File: config.mk
export PLATFORM = sky130hd
export DESIGN_NAME = hcal_multi_serializer
export DESIGN_NICKNAME = d
export VERILOG_FILES = /design/src/rtl/hcal_multi_serializer.sv
export SDC_FILE = /design/constraint.sdc
export NUM_CORES = 1
export LEC_CHECK = 0
export BUFFER_PORTS_ARGS = -buffer_cell sky130_fd_sc_hd__buf_2
export CAP_MARGIN = 25
export CORE_UTILIZATION = 55
export DETAILED_ROUTE_END_ITERATION = 8
export GPL_ROUTABILITY_DRIVEN = 0
export PLACE_DENSITY = 0.77
export SYNTH_ARGS = -nofsm -noshare
export SYNTH_HDL_FRONTEND = slang
export SYNTH_SLANG_ARGS = --single-unit
File: constraint.sdc
create_clock -name clk -period 13.05 [get_ports clk]
set_input_delay 2.61 -clock clk [delete_from_list [all_inputs] [get_ports clk]]
set_output_delay 2.61 -clock clk [all_outputs]
set_load 0.02 [all_outputs]
File: src/rtl/hcal_multi_serializer.sv
// hcal_multi_serializer: multi-lane parallel-to-serial converter for the HCAL
// front-end path. A one-word hold buffer sits in front of the shift stage so
// that back-to-back frames leave the block with no idle bit between them.
module hcal_multi_serializer #(
  parameter int unsigned WIDTH     = 16,
  parameter int unsigned CHANNELS  = 4,
  parameter bit          LSB_FIRST = 1'b1,
  parameter bit          IDLE_BIT  = 1'b0
) (
  input  logic                         clk,
  input  logic                         reset,
  input  logic                         load_valid,
  output logic                         load_ready,
  input  logic [CHANNELS*WIDTH-1:0]    load_data,
  output logic [CHANNELS-1:0]          serial_out,
  output logic                         frame_start,
  output logic                         busy,
  output logic                         underrun,
  output logic [15:0]                  frame_count
);

  // The counter must be able to hold WIDTH, which marks "last bit already sent".
  localparam int unsigned   CW   = $clog2(WIDTH + 1);
  localparam int unsigned   IW   = $clog2(WIDTH);
  localparam logic [CW-1:0] LAST = CW'(WIDTH);
  localparam logic [CW-1:0] ONE  = CW'(1);

  typedef enum logic {S_IDLE, S_SHIFT} state_t;

  state_t                             state_q;
  logic [CHANNELS-1:0][WIDTH-1:0]     hold_q;
  logic [CHANNELS-1:0][WIDTH-1:0]     word_q;
  logic                               hold_full_q;
  logic [CW-1:0]                      cnt_q;
  logic [CHANNELS-1:0]                serial_q;
  logic                               frame_start_q;
  logic                               busy_q;
  logic                               underrun_q;
  logic [15:0]                        frame_count_q;

  logic                               accept;
  logic                               start_frame;
  logic [IW-1:0]                      bit_idx;
  logic [CHANNELS-1:0]                first_bits;
  logic [CHANNELS-1:0]                next_bits;

  // Ready depends only on the hold flop, never on load_valid.
  assign accept      = load_valid && !hold_full_q;
  // A frame starts from IDLE, or on the frame-end edge when a word is waiting.
  assign start_frame = hold_full_q && ((state_q == S_IDLE) || (cnt_q == LAST));
  // cnt_q is the index of the next bit in transmission order.
  assign bit_idx     = LSB_FIRST ? cnt_q[IW-1:0] : (IW'(WIDTH - 1) - cnt_q[IW-1:0]);

  // Per-lane bit selection: first bit straight from hold, later bits from the frame word.
  always_comb begin
    first_bits = '0;
    next_bits  = '0;
    for (int c = 0; c < int'(CHANNELS); c++) begin
      first_bits[c] = LSB_FIRST ? hold_q[c][0] : hold_q[c][WIDTH-1];
      next_bits[c]  = word_q[c][bit_idx];
    end
  end

  // Hold buffer, frame FSM and all registered outputs.
  always_ff @(posedge clk or posedge reset) begin
    if (reset) begin
      state_q       <= S_IDLE;
      hold_q        <= '0;
      word_q        <= '0;
      hold_full_q   <= 1'b0;
      cnt_q         <= '0;
      serial_q      <= {CHANNELS{IDLE_BIT}};
      frame_start_q <= 1'b0;
      busy_q        <= 1'b0;
      underrun_q    <= 1'b0;
      frame_count_q <= '0;
    end else begin
      frame_start_q <= 1'b0;
      underrun_q    <= 1'b0;
      // accept and start_frame are exclusive: one needs hold empty, the other full.
      if (accept) begin
        hold_q      <= load_data;
        hold_full_q <= 1'b1;
      end
      if (start_frame) begin
        word_q        <= hold_q;
        hold_full_q   <= 1'b0;
        serial_q      <= first_bits;
        frame_start_q <= 1'b1;
        busy_q        <= 1'b1;
        frame_count_q <= frame_count_q + 16'd1;
        cnt_q         <= ONE;
        state_q       <= S_SHIFT;
      end else if (state_q == S_SHIFT) begin
        if (cnt_q != LAST) begin
          serial_q <= next_bits;
          cnt_q    <= cnt_q + ONE;
        end else begin
          // Frame finished with nothing buffered: drop to idle and flag it.
          serial_q   <= {CHANNELS{IDLE_BIT}};
          busy_q     <= 1'b0;
          underrun_q <= 1'b1;
          cnt_q      <= '0;
          state_q    <= S_IDLE;
        end
      end
    end
  end

  assign load_ready  = !hold_full_q;
  assign serial_out  = serial_q;
  assign frame_start = frame_start_q;
  assign busy        = busy_q;
  assign underrun    = underrun_q;
  assign frame_count = frame_count_q;

endmodule
Word-level counts from Yosys, hierarchy flattened

Cells that the tools add are included.

Register bits after elaboration: 158
Input bits: 67
Output and inout port bits: 24
Word-level logic and storage cells: 56

Equal/unequal tests: 3
Bitwise operators: 1
$add $sub $neg: 2
Multiplexer cells: 26
Reductions and logical operators: 7
Magnitude comparators: 1

Operators by type and width:

| cell                                               | number |
|---|---|
| adder 16 x 1 -> 16 bit, second input constant      | 1 |
| binary-select mux 1 bit (select 4 bit)             | 4 |
| two-way mux 1 bit                                  | 16 |
| two-way mux 5 bit                                  | 3 |
| two-way mux 4 bit                                  | 3 |
| adder 5 x 1 -> 5 bit, second input constant        | 1 |
| == test 5 bit, second input constant               | 1 |
| < comparator 4 x 5 -> 1 bit, second input constant | 1 |
| inequality test 5 bit, second input constant       | 1 |
| nonzero test 2 bit                                 | 2 |
| logical AND 1 bit                                  | 2 |
| inequality test 2 bit, second input constant       | 1 |
| AND reduction 2 bit                                | 1 |
| zero test 1 bit                                    | 1 |
| logical OR 1 bit                                   | 1 |
| NOT 1 bit                                          | 1 |

Depth between registers and ports, before layout

Depth in word-level cells: 5
Depth in mapped cells: 10
Gate-level depth less buffers: 7

Least setup slack after synthesis

OpenSTA, ideal clock, no wires.

Path type: input to register
Start point: input load_valid
End point: register hold_q (netlist bit first_bits[0])
Library setup time: 0.125 ns
Slack: 9.347 ns
Buffers on the path: 2
Data required time: 12.925 ns
Data arrival time: 3.578 ns
Stages on the path: 4
Path through: nor2b_1 > clkbuf_1 > buf_2 > mux2_2

Longest elaborated chain between the ends: 1

Ends and longest elaborated chain:

| what                 | RTL line | text |
|---|---|---|
| start, declared      | 12       | `input logic load_valid,` |
| logical AND 1 bit    | 48       | `assign accept = load_valid && !hold_full_q;` |
| end signal, assigned | 82       | `hold_q <= load_data;` |
| end, declared        | 31       | `logic [CHANNELS-1:0][WIDTH-1:0] hold_q;` |

No other way between the ends.
A chain may end at the register's enable or synchronous reset.

Worst setup path in the final report

Start point: register hold_full_q
End point: output load_ready

Longest elaborated chain between the ends: 1

Ends and longest elaborated chain:

| what                   | RTL line | text |
|---|---|---|
| start, declared        | 33       | `logic hold_full_q;` |
| start signal, assigned | 70       | `hold_full_q <= 1'b0;` |
| start signal, assigned | 83       | `hold_full_q <= 1'b1;` |
| start signal, assigned | 87       | `hold_full_q <= 1'b0;` |
| zero test 1 bit        | 110      | `assign load_ready = !hold_full_q;` |
| end, declared          | 13       | `output logic load_ready,` |

No other way between the ends.

==> results.cfg <==
[outcome]
status = finished, final reports clean

[clock_tree]
cts_sinks = 158
cts_tree = done
cts_buffer_depth = 2
path_clk_slew_ps = 60
cts_setup_buffers = 0
htreeDepth = 4
clock_latency_ps = 420
hold_buffers = 0
cts_resized = 0
cts_buffers = 17
root_buffer = clkbuf_16

[power]
powerDensity_mw_per_mm2 = 235.8
cellLeakagePower_nw = 3.953
power.share.clock_pct = 26.9
power.internal_mw = 1.276
power_frac_seq_pct = 45.4
power_frac_comb_pct = 27.7
vdd_drop_max_uv = 127.5
sw_frac_of_total_pct = 31.17
p_sw_uw = 577.7

[critical_path]
crit_type = reg -> out
critPathRequiredTime_ps = 10440
crit_path_end_kind = output port
cp-startpoint = hold_full_q$_DFFE_PP0P_
critPathMaxFanout = 15
cp_slowest_cell = dfrtp_1
critPathMaxStageDelay_ps = 740
worstPathArrival_ps = 1520
crit_chain = inv_1, buf_2
crit_cells = 2
reg2reg_depth = 9
reg2reg_from = cnt_q[0]$_DFFE_PP0P_
crit_family = flip-flops
cp-start-kind = flip-flop
path_buf_inv = 2

[sta]
drv_slew = 0
rsz0062_at_grt = false
fin_crit_ps = 4130
finalCritPeriodShare_pct = 31.65
fmax_mhz = 242.1
finalHoldViolations = 0
worst_pin_slew_ps = 909.2
hold_slack_ps = 461.4
skew_ps = 6.647
totalNegativeSetupSlack_ps = 0
relSlewSlack_pct = 38.98
fin_ws_ps = 8920
setup_viol = 0

[die]
dieWidth_um = 112.6
die_area_mm2 = 0.01267
coreArea_mm2 = 0.01196
start_util_pct = 56.22
rows = 40
dieHeight_um = 112.6
num_io_pins = 91

[cells_and_area]
final_common_cell = nand2_1
layout_common_cells = nand2_1, dfrtp_1, buf_2
nNetsFinal = 760
diodes = 0
layout-drive-gt1-share_pct = 27.82
syn_to_final_growth_pct = 16.87

[synthesis]
synthDistinctLibCells = 39
syn_inst = 607
synth_fp_nets = 677
synth_top_cell_area_share_pct = 58.79
synth.cell_area_mm2 = 0.006725
synth_edf_count = 0
ys_async_sr_fraction_pct = 100.0
synth_flop_cell = dfrtp_1
synth_area_leaders = dfrtp_1, nand2_1, mux2_2
syn_avg_cell_area_um2 = 11.08
synth_seq_cells = 158
ys_warn_count = 0
seq_area_frac_synth_pct = 58.79
synth_top_area_cell = dfrtp_1

[routing]
drt_iter0_drc = 305
ant_nets = 0
vias = 4576
drc = 0
detail_route.vias_per_cell = 5.396
avgRoutedWirePerCell_um = 15.42
routed_wl_um = 13080
drt_first_pass_iters = 6

[placement]
pre_cts_ws_ps = 8812
io_buffer_count = 90
dp_hpwl_um = 8378

[global_route]
antenna_found_initial = 0
grt_max_degree = 86
grt_usage_pct = 22.96
grt_pass1_vias = 4707
grt_pass1_wl_um = 22400
grt_remaining_overflow = 0

[min_path]
hold_class = reg -> reg
holdCritStartpoint = frame_count[15]$_DFFE_PP0P_
holdPathStages = 1

[job]
maxCapViolations = 0
-- path summary, 6_finish.rpt --
check,slack [ps],end
min,460,frame_count[15]$_DFFE_PP0P_
min in group asynchronous,2320,hold_q[29]$_DFFE_PP0P_
max,8920,load_ready
max in group asynchronous,9350,word_q[62]$_DFFE_PP0P_
max reg2reg,10120,frame_count[4]$_DFFE_PP0P_
min reg2reg,460,frame_count[15]$_DFFE_PP0P_
-- cell usage after synthesis, drive strengths merged (2+ instances only) --
library cell    n
a22oi          12
mux2i          32
nand2b          4
dfrtp         158
nor2            8
clkbuf         10
buf            21
o22ai           2
a221oi          4
a21oi           3
xnor2           8
nor3            6
xor2            8
mux2           64
nor2b           3
nand2         211
ha              3
nand4           4
nand3          16
inv             9
o21ai           3
a32oi           4
-- sequential cells by signal, summed over array words and instances, names as in the netlist --
name and flops:
busy 1, cnt_q 5, first_bits 4, frame_count 16, frame_start 1, hold_full_q 1, hold_q 60, serial_out 4
state_q 1, underrun 1, word_q 64
-- power groups by stage --
stage	clock, mW	combinational [mW]	sequential [mW]
global route	0.534	0.577	0.868
global placement	0	0.470	0.855
finish	0.499	0.514	0.841
detailed placement	0	0.493	0.865
floorplan	0	0.412	0.807
CTS	0.509	0.497	0.859
-- metal layers --
metal,part of all wire (%),global-route usage (%),vias to the layer above
met4,2.3,11.73,0
met2,50,37.49,109
met1,44,29.13,2259
met5,0,0,-
met3,3.8,4.860,22
li1,-,-,2186
-- through the flow --
| stage | total power [mW] | util (%) | instances | area, um^2 |
|---|---|---|---|---|
| floorplan | 1.219 | - | 607 | 6725 |
| global placement | 1.325 | 60.58 | 817 | 7246 |
| detailed placement | 1.358 | 60.58 | 817 | 7246 |
| CTS | 1.865 | 65.54 | 847 | 7840 |
| global route | 1.979 | 65.71 | 848 | 7860 |
| finish | 1.853 | 65.71 | 848 | 7860 |
-- logic make-up after synthesis --
family,after synthesis,synth area share [%]
DFF,158,58.79
xor gates and xnor gates,16,2.084
and+or+nand+nor,260,16.19
buffers and inverters,40,2.847
muxes,96,15.48
adders and majority gates,3,0.5582
AOI/OAI and AO/OA,34,4.056
-- worst register-to-register path, cell delays in order (launching register included) --
cell,delay [ps]
dfrtp_2,550
buf_12,250
inv_1,100
ha_1,240
and4bb_1,300
o21ai_4,70
inv_2,440
buf_4,510
nand4_1,190
xnor2_1,160
-- final cells by class --
type / instances / area (um^2)
timing repair buffer: 95 / 500.5
clock buffer: 22 / 454.2
inverter: 9 / 38.79
clock inverter: 8 / 140.1
tap: 147 / 183.9
sequential: 158 / 3955
fill: 934 / 4101
multi-input combinational: 409 / 2587
No activity file was read; power rests on OpenSTA's default activity.
